### src/rtl/vga_pixel_fetch_if.sv
// Framebuffer read port between the pixel fetcher and its synchronous memory.
// The fetcher drives address and strobe; the memory returns data after a fixed latency.
interface vga_pixel_fetch_if;
  logic [15:0] mem_addr;
  logic        mem_rd_en;
  logic [15:0] mem_data;

  modport master (
    output mem_addr,
    output mem_rd_en,
    input  mem_data
  );

  modport slave (
    input  mem_addr,
    input  mem_rd_en,
    output mem_data
  );
endinterface

### src/rtl/vga_pixel_fetch.sv
// Framebuffer pixel fetch: one word read per 16 pixels, bit select, colour map,
// with syncs carried through a delay line so rgb/hsync/vsync stay aligned.
module vga_pixel_fetch #(
  parameter int         MEM_LATENCY  = 1,
  parameter int         Y_TOP        = 80,
  parameter int         Y_BOT        = 479,
  parameter int         X_MAX        = 639,
  parameter logic [7:0] FG_COLOR     = 8'hFF,
  parameter logic [7:0] BG_COLOR     = 8'h00,
  parameter logic [7:0] BORDER_COLOR = 8'h03
) (
  input  logic                clk,
  input  logic                reset,
  input  logic [10:0]         x,
  input  logic [10:0]         y,
  input  logic                bright,
  input  logic                hsync_in,
  input  logic                vsync_in,
  input  logic [15:0]         address,
  input  logic [3:0]          position,
  vga_pixel_fetch_if.master   mem,
  output logic [7:0]          rgb,
  output logic                hsync_out,
  output logic                vsync_out
);

  localparam int          DEPTH = MEM_LATENCY + 1;
  localparam logic [10:0] X_LIM = 11'(X_MAX);
  localparam logic [10:0] Y_LO  = 11'(Y_TOP);
  localparam logic [10:0] Y_HI  = 11'(Y_BOT);

  typedef struct packed {
    logic [3:0] pos;
    logic       win;
    logic       fetch;
    logic       bright;
    logic       hs;
    logic       vs;
  } stage_t;

  localparam stage_t STAGE_IDLE = '{pos: 4'd0, win: 1'b0, fetch: 1'b0,
                                    bright: 1'b0, hs: 1'b1, vs: 1'b1};

  logic        in_win_s;
  logic        fetch_s;
  logic        rd_en_r;
  logic [15:0] addr_r;
  logic        last_valid_r;
  stage_t      dly_r [DEPTH];
  stage_t      tail_s;
  logic [15:0] word_r;
  logic [15:0] word_sel_s;
  logic        bit_s;
  logic [7:0]  rgb_r;
  logic        hs_r;
  logic        vs_r;

  // Window test and read-suppression decision on the current pixel.
  always_comb begin
    in_win_s = bright && (x <= X_LIM) && (y >= Y_LO) && (y <= Y_HI);
    if (in_win_s) begin
      fetch_s = !last_valid_r || (address != addr_r);
    end else begin
      fetch_s = 1'b0;
    end
  end

  // Fetch stage: strobe once per new word; leaving the window forces the next fetch.
  always_ff @(posedge clk or posedge reset) begin
    if (reset) begin
      rd_en_r      <= 1'b0;
      addr_r       <= 16'h0000;
      last_valid_r <= 1'b0;
    end else if (fetch_s) begin
      rd_en_r      <= 1'b1;
      addr_r       <= address;
      last_valid_r <= 1'b1;
    end else begin
      rd_en_r      <= 1'b0;
      last_valid_r <= last_valid_r && in_win_s;
    end
  end

  assign mem.mem_rd_en = rd_en_r;
  assign mem.mem_addr  = addr_r;

  // Delay line: last stage lines up with the cycle the read data arrives.
  always_ff @(posedge clk or posedge reset) begin
    if (reset) begin
      for (int i = 0; i < DEPTH; i++) begin
        dly_r[i] <= STAGE_IDLE;
      end
    end else begin
      dly_r[0] <= '{pos: position, win: in_win_s, fetch: fetch_s,
                    bright: bright, hs: hsync_in, vs: vsync_in};
      for (int i = 1; i < DEPTH; i++) begin
        dly_r[i] <= dly_r[i-1];
      end
    end
  end

  assign tail_s = dly_r[DEPTH-1];

  // Fresh data is used directly on its arrival cycle, the held copy after that.
  always_comb begin
    if (tail_s.fetch) begin
      word_sel_s = mem.mem_data;
    end else begin
      word_sel_s = word_r;
    end
    bit_s = word_sel_s[4'd15 - tail_s.pos];
  end

  // Word buffer holds the last fetched word for the remaining pixels of it.
  always_ff @(posedge clk or posedge reset) begin
    if (reset) begin
      word_r <= 16'h0000;
    end else if (tail_s.fetch) begin
      word_r <= mem.mem_data;
    end else begin
      word_r <= word_r;
    end
  end

  // Output stage: colour map and aligned syncs.
  always_ff @(posedge clk or posedge reset) begin
    if (reset) begin
      rgb_r <= 8'h00;
      hs_r  <= 1'b1;
      vs_r  <= 1'b1;
    end else begin
      if (tail_s.win) begin
        rgb_r <= bit_s ? FG_COLOR : BG_COLOR;
      end else begin
        rgb_r <= tail_s.bright ? BORDER_COLOR : 8'h00;
      end
      hs_r <= tail_s.hs;
      vs_r <= tail_s.vs;
    end
  end

  assign rgb       = rgb_r;
  assign hsync_out = hs_r;
  assign vsync_out = vs_r;

endmodule

### src/flat_wrapper.sv
// flat-port wrapper written by rule: the top's interface ports become plain ports
module vga_pixel_fetch_flat 
#(
  parameter int         MEM_LATENCY  = 1,
  parameter int         Y_TOP        = 80,
  parameter int         Y_BOT        = 479,
  parameter int         X_MAX        = 639,
  parameter logic [7:0] FG_COLOR     = 8'hFF,
  parameter logic [7:0] BG_COLOR     = 8'h00,
  parameter logic [7:0] BORDER_COLOR = 8'h03
)
  (clk, reset, x, y, bright, hsync_in, vsync_in, address, position, rgb, hsync_out, vsync_out, mem_mem_addr, mem_mem_rd_en, mem_mem_data);
  vga_pixel_fetch_if mem_i ();
  input  logic clk;
  input  logic reset;
  input  logic [10:0] x;
  input  logic [10:0] y;
  input  logic bright;
  input  logic hsync_in;
  input  logic vsync_in;
  input  logic [15:0] address;
  input  logic [3:0] position;
  output logic [7:0] rgb;
  output logic hsync_out;
  output logic vsync_out;
  output wire logic [$bits(mem_i.mem_addr)-1:0] mem_mem_addr;
  output wire logic [$bits(mem_i.mem_rd_en)-1:0] mem_mem_rd_en;
  input wire logic [$bits(mem_i.mem_data)-1:0] mem_mem_data;
  assign mem_mem_addr = mem_i.mem_addr;
  assign mem_mem_rd_en = mem_i.mem_rd_en;
  assign mem_i.mem_data = mem_mem_data;
  vga_pixel_fetch #(.MEM_LATENCY(MEM_LATENCY), .Y_TOP(Y_TOP), .Y_BOT(Y_BOT), .X_MAX(X_MAX), .FG_COLOR(FG_COLOR), .BG_COLOR(BG_COLOR), .BORDER_COLOR(BORDER_COLOR)) u_core (.clk(clk), .reset(reset), .x(x), .y(y), .bright(bright), .hsync_in(hsync_in), .vsync_in(vsync_in), .address(address), .position(position), .mem(mem_i), .rgb(rgb), .hsync_out(hsync_out), .vsync_out(vsync_out));
endmodule
### config.mk
export PLATFORM = sky130hd
export DESIGN_NAME = vga_pixel_fetch_flat
export DESIGN_NICKNAME = d
export VERILOG_FILES = /design/src/rtl/vga_pixel_fetch_if.sv /design/src/rtl/vga_pixel_fetch.sv /design/src/flat_wrapper.sv
export SDC_FILE = /design/constraint.sdc
export NUM_CORES = 1
export LEC_CHECK = 0
export CORE_MARGIN = 2
export CORE_UTILIZATION = 34
export DETAILED_ROUTE_END_ITERATION = 16
export PLACE_DENSITY_LB_ADDON = 0.1
export SYNTH_ARGS = -nofsm -noshare
export SYNTH_HDL_FRONTEND = slang
export SYNTH_SLANG_ARGS = --single-unit
### constraint.sdc
create_clock -name clk -period 2 [get_ports clk]
set_input_delay 0.4 -clock clk [delete_from_list [all_inputs] [get_ports clk]]
set_output_delay 0.4 -clock clk [all_outputs]
set_load 0.1 [all_outputs]
Word-level counts from Yosys, hierarchy flattened
Index checks and enable logic that the tools add are counted.
{ "totals": {"input_bits": 63, "word_cells": 40, "register_bits": 62, "output_inout_bits": 27} }
{ "op_classes": {"n_reduce_logical": 6, "n_addsub": 1, "muxes": 9, "magnitude_cmp": 4, "eq_ne": 1} }
{ "op_table": {"columns": ["cell", "n"], "rows": [
  ["two-way mux 16 bit", 1],
  ["two-way mux 8 bit", 2],
  ["inequality test 16 bit", 1],
  ["greater-or-equal comparator 11 x 7 -> 1 bit (second input constant)", 1],
  ["less-or-equal comparator 11 x 10 -> 1 bit (second input constant)", 1],
  ["less-or-equal comparator 11 x 9 -> 1 bit (second input constant)", 1],
  ["< comparator 4 x 5 -> 1 bit (second input constant)", 1],
  ["binary-select mux 1 bit (select 4 bit)", 1],
  ["logical AND 1 bit", 4],
  ["two-way mux 1 bit", 4],
  ["subtractor 4 bit (first input constant)", 1],
  ["two-way mux 2 bit", 1],
  ["zero test 1 bit", 1],
  ["logical OR 1 bit", 1]
]} }

Logic depth before layout (Yosys ltp)
{ "logic_depth": {"ltp_word": 6, "mapped_depth": 7, "ltp_nobuf": 5} }

Worst setup path before layout
OpenSTA, ideal clock, no wires.
{ "synth_timing": {"kind": "register to register", "start": "register u_core.addr_r[0], in the netlist u_core.mem.mem_addr[0]", "end": "register u_core.addr_r[3], in the netlist u_core.mem.mem_addr[3]", "path_buffers": 1, "arrival_time_ns": 2.018, "required_time_ns": 1.874, "setup_time_ns": 0.126, "stages_incl_launch_ff": 7, "period_less_slack_ns": 2.143, "path_slack_ns": -0.143, "path_cell_list": "dfrtp_1 > xor2_1 > nor4_1 > nand3_1 > o21a_1 > buf_6 > mux2_2"} }
{ "synth_between": {"elab_chain_cells": 3} }
{ "synth_lines": {"columns": ["item", "line", "text"], "rows": [
  ["start: declaration", "vga_pixel_fetch.sv:47", "logic [15:0] addr_r;"],
  ["start signal: assignment", "vga_pixel_fetch.sv:76", "addr_r <= address;"],
  ["inequality test 16 bit", "vga_pixel_fetch.sv:62", "fetch_s = !last_valid_r || (address != addr_r);"],
  ["logical OR 1 bit", "vga_pixel_fetch.sv:62", null],
  ["two-way mux 1 bit", "vga_pixel_fetch.sv:61", "if (in_win_s) begin"],
  ["via u_core.fetch_s", "vga_pixel_fetch.sv:45", "logic fetch_s;"]
]} }
The timed path passes the listed nets, and every way through them passes these cells.
A chain may end at the register's enable or synchronous reset.

Final worst setup path
{ "layout_timing": {"start": "input port bright", "end": "register u_core.addr_r[14], in the netlist u_core.mem.mem_addr[14]"} }
{ "layout_between": {"elab_chain_cells": 4} }
{ "layout_lines": {"columns": ["item", "line", "text"], "rows": [
  ["start: declaration", "flat_wrapper.sv:18", "input logic bright;"],
  ["logical AND 1 bit (3 in series)", "vga_pixel_fetch.sv:60", "in_win_s = bright && (x <= X_LIM) && (y >= Y_LO) && (y <= Y_HI);"],
  ["via u_core.in_win_s", "vga_pixel_fetch.sv:44", "logic in_win_s;"],
  ["two-way mux 1 bit", "vga_pixel_fetch.sv:61", null]
]} }
The timed path passes the listed nets, and every way through them passes these cells.

==> metrics.cfg <==
[run_status]
outcome = finished, final reports clean

[timing]
rsz0062_at_grt = no
fin_crit_sh_pct = 94.97
hold_slack_ps = 354.9
setup_ws_ps = 100.5
setup_viol = 0
finClkSkew_ps = 7.219
drv_slew = 0
fmax_mhz = 526.5
tightest_slew_ps = 430.6
min_period_ps = 1899
relSlewSlack_pct = 71.25
final_hold_viol_count = 0
fin_tns_setup_ps = 0

[min_path]
hp-start = u_core.dly_r[14]
worstHoldEndpoint = u_core.dly_r[5]
hold_path_depth = 0
hold_class = reg -> reg

[clock_network]
cts_made_buffers = 5
cts-root-buf = clkbuf_8
worst_skew_pair.late_latency_ps = 300
clkSinkCount = 55
holdBufCountCts = 0
htreeDepth = 2
ctsResizeCount = 1
clk_pin_slew_ps = 90
clockBufferDepth = 2
postCtsSetupBuffers = 0
cts_tree = yes

[routing]
drtIter0Drc = 32
first_pass_iters = 4
drt-total-wl_mm = 4.484
wl_per_cell_microns = 13.93
final_antenna_net_count = 0
viasPerCell = 4.798
drc = 0
vias = 1545

[yosys]
ys_async_sr_fraction_pct = 100.0
synth_edf_count = 0
syn-num-nets = 223
postSynthAreaPerCell_sq_um = 14.76
synth-seq-cells = 55
syn_inst = 160
ys_seq_area_share_pct = 58.61
yosysUniqueCellTypes = 30
yosys_warnings = 0
synth_area_sq_um = 2361
ys.flop_type = dfrtp_1

[setup_path]
crit_required_ps = 2190
r2r-end = u_core.mem.mem_addr[14]
endpoint_kind = flip-flop
worstReg2RegStart = u_core.mem.mem_addr[14]
crit_fanout = 10
crit_path_cell_trace = clkdlybuf4s50_1, nor4b_2, nand3_1, a21oi_4, o21a_2, mux2_2
rr_worst_depth = 5
critical-path-max-stage-delay_ps = 490
crit_type = in -> reg
critPathLaunch = bright
cp-start-kind = primary input
ff2ff_setup_slack_ps = 250
critPathArrivalTime_ps = 2090
cpMaxStageDelayCell = clkdlybuf4s50_1

[placement]
numPortBuffers = 78
dp_hpwl_mm = 3.518
place.gp.congestion = 0.6951
dp_slack_ps = -390.8

[power_and_ir_drop]
total_power_mw = 3.391
ir_worst_vdd_v = 0.0005672
powerDensity_nw_per_um2 = 1024
p_leak_nw = 1.415

[final_layout]
final_layout_size_suffix_gt1_share_pct = 42.56
layout.nets = 304
syn_to_final_growth_pct = 40.28
num_antenna_cells = 0
utilization_pct = 49.02

[global_routing]
grt_pass1_wl_mm = 7.548
use_met1_pct = 16.64
met3_usage_pct = 4.645
grt_antenna_before_repair = 0
grt_max_degree = 23
groute.usage.overall_pct = 12.79
grt_util_met2_pct = 20.25
overflow = 0
top_usage_layer = met2
grt_pass1_vias = 1599

[run]
drv_cap = 0

[die]
rows = 30
die_y_microns = 87.33
initial_core_util_pct = 34.94
coreArea_sq_um = 6756
die_w_microns = 87.33
io_pins = 90
die-area_sq_um = 7627

sequential cells by signal, indices dropped and copies added (netlist names):
signal / cells
u_core.dly_r: 18
u_core.rgb: 2
u_core.last_valid_r: 1
u_core.word_r: 16
u_core.mem.mem_addr: 16
u_core.hsync_out: 1
u_core.vsync_out: 1
report_power, final:
group	internal (mW)	switching (mW)	total, mW	leakage (nW)
clock	0.246	0.351	0.597	0.0412
sequential	1.32	0.128	1.45	0.649
combinational	0.452	0.894	1.35	0.724
total	2.02	1.37	3.39	1.42
Yosys cell counts, drive strengths merged (2+ instances only):
cell type | instances | area share [%]
a21oi | 3 | 1.1
a22oi | 4 | 1.3
buf | 11 | 3.2
dfrtp | 49 | 52
dfstp | 6 | 6.7
inv | 2 | 0.32
mux2 | 32 | 15
mux2i | 8 | 3.4
mux4 | 4 | 3.8
nand2b | 2 | 0.53
nand3 | 3 | 0.64
nand4 | 2 | 0.53
nor3 | 2 | 0.42
nor4 | 3 | 0.79
o21a | 2 | 0.64
o21ai | 2 | 0.42
xor2 | 15 | 5.6
area by class of cell:
class,instances,area [sq um]
timing repair buffer,85,815.8
sequential,55,1403
inverter,2,7.507
clock inverter,2,12.51
fill,609,3445
clock buffer,6,72.57
multi-input combinational,92,900.9
tap,80,100.1
per-stage QoR:
stage,instance area [sq um],cells
CTS,3304,322
global placement,3218,314
detailed placement,3218,314
floorplan,2379,160
finish,3312,322
global route,3312,322
worst max path at each step:
stage | to | depth (start not counted) | slack (ps)
finish | u_core.mem.mem_addr[14] | 6 | 100
global route | u_core.mem.mem_addr[14] | 6 | 20
CTS | u_core.mem.mem_addr[2] | 6 | 70
detailed placement | u_core.mem.mem_addr[2] | 6 | -390
global placement | u_core.mem.mem_addr[13] | 6 | -380
floorplan | u_core.mem.mem_addr[0] | 6 | 20
critical path: cells and delay by family:
kind | cells | cell delay (ps)
buf+inv | 1 | 490
simple gates | 2 | 360
compound gates | 2 | 470
mux | 1 | 360
kinds of logic (layout without fill, tap and decap cells):
family	Yosys count	in the layout	share of synthesized area, %
flops	55	55	58.61
mux	44	44	22.47
simple gates	18	18	5.034
buf+inv	13	95	3.551
xor+xnor	16	16	5.936
compound gates	14	14	4.399
placed cells by master (no fill, tap or decap), types with 3 or more instances in the layout:
cell type,instances
clkdlybuf4s50_1,51
dfrtp_1,34
mux2_2,32
buf_4,30
xor2_1,15
dfrtp_2,15
mux2i_1,8
dfstp_2,6
clkbuf_8,5
a22oi_1,4
mux4_2,4
buf_12,4
nand3_1,3
routing by layer:
| metal | vias up | wire [microns] | part of all wire [%] |
|---|---|---|---|
| li1 | 728 | - | - |
| met1 | 766 | 1932 | 43 |
| met2 | 49 | 2192 | 49 |
| met3 | 2 | 332 | 7.4 |
| met4 | 0 | 27 | 0.60 |
| met5 | - | 0 | 0 |
No activity file was read; power rests on OpenSTA's default activity.
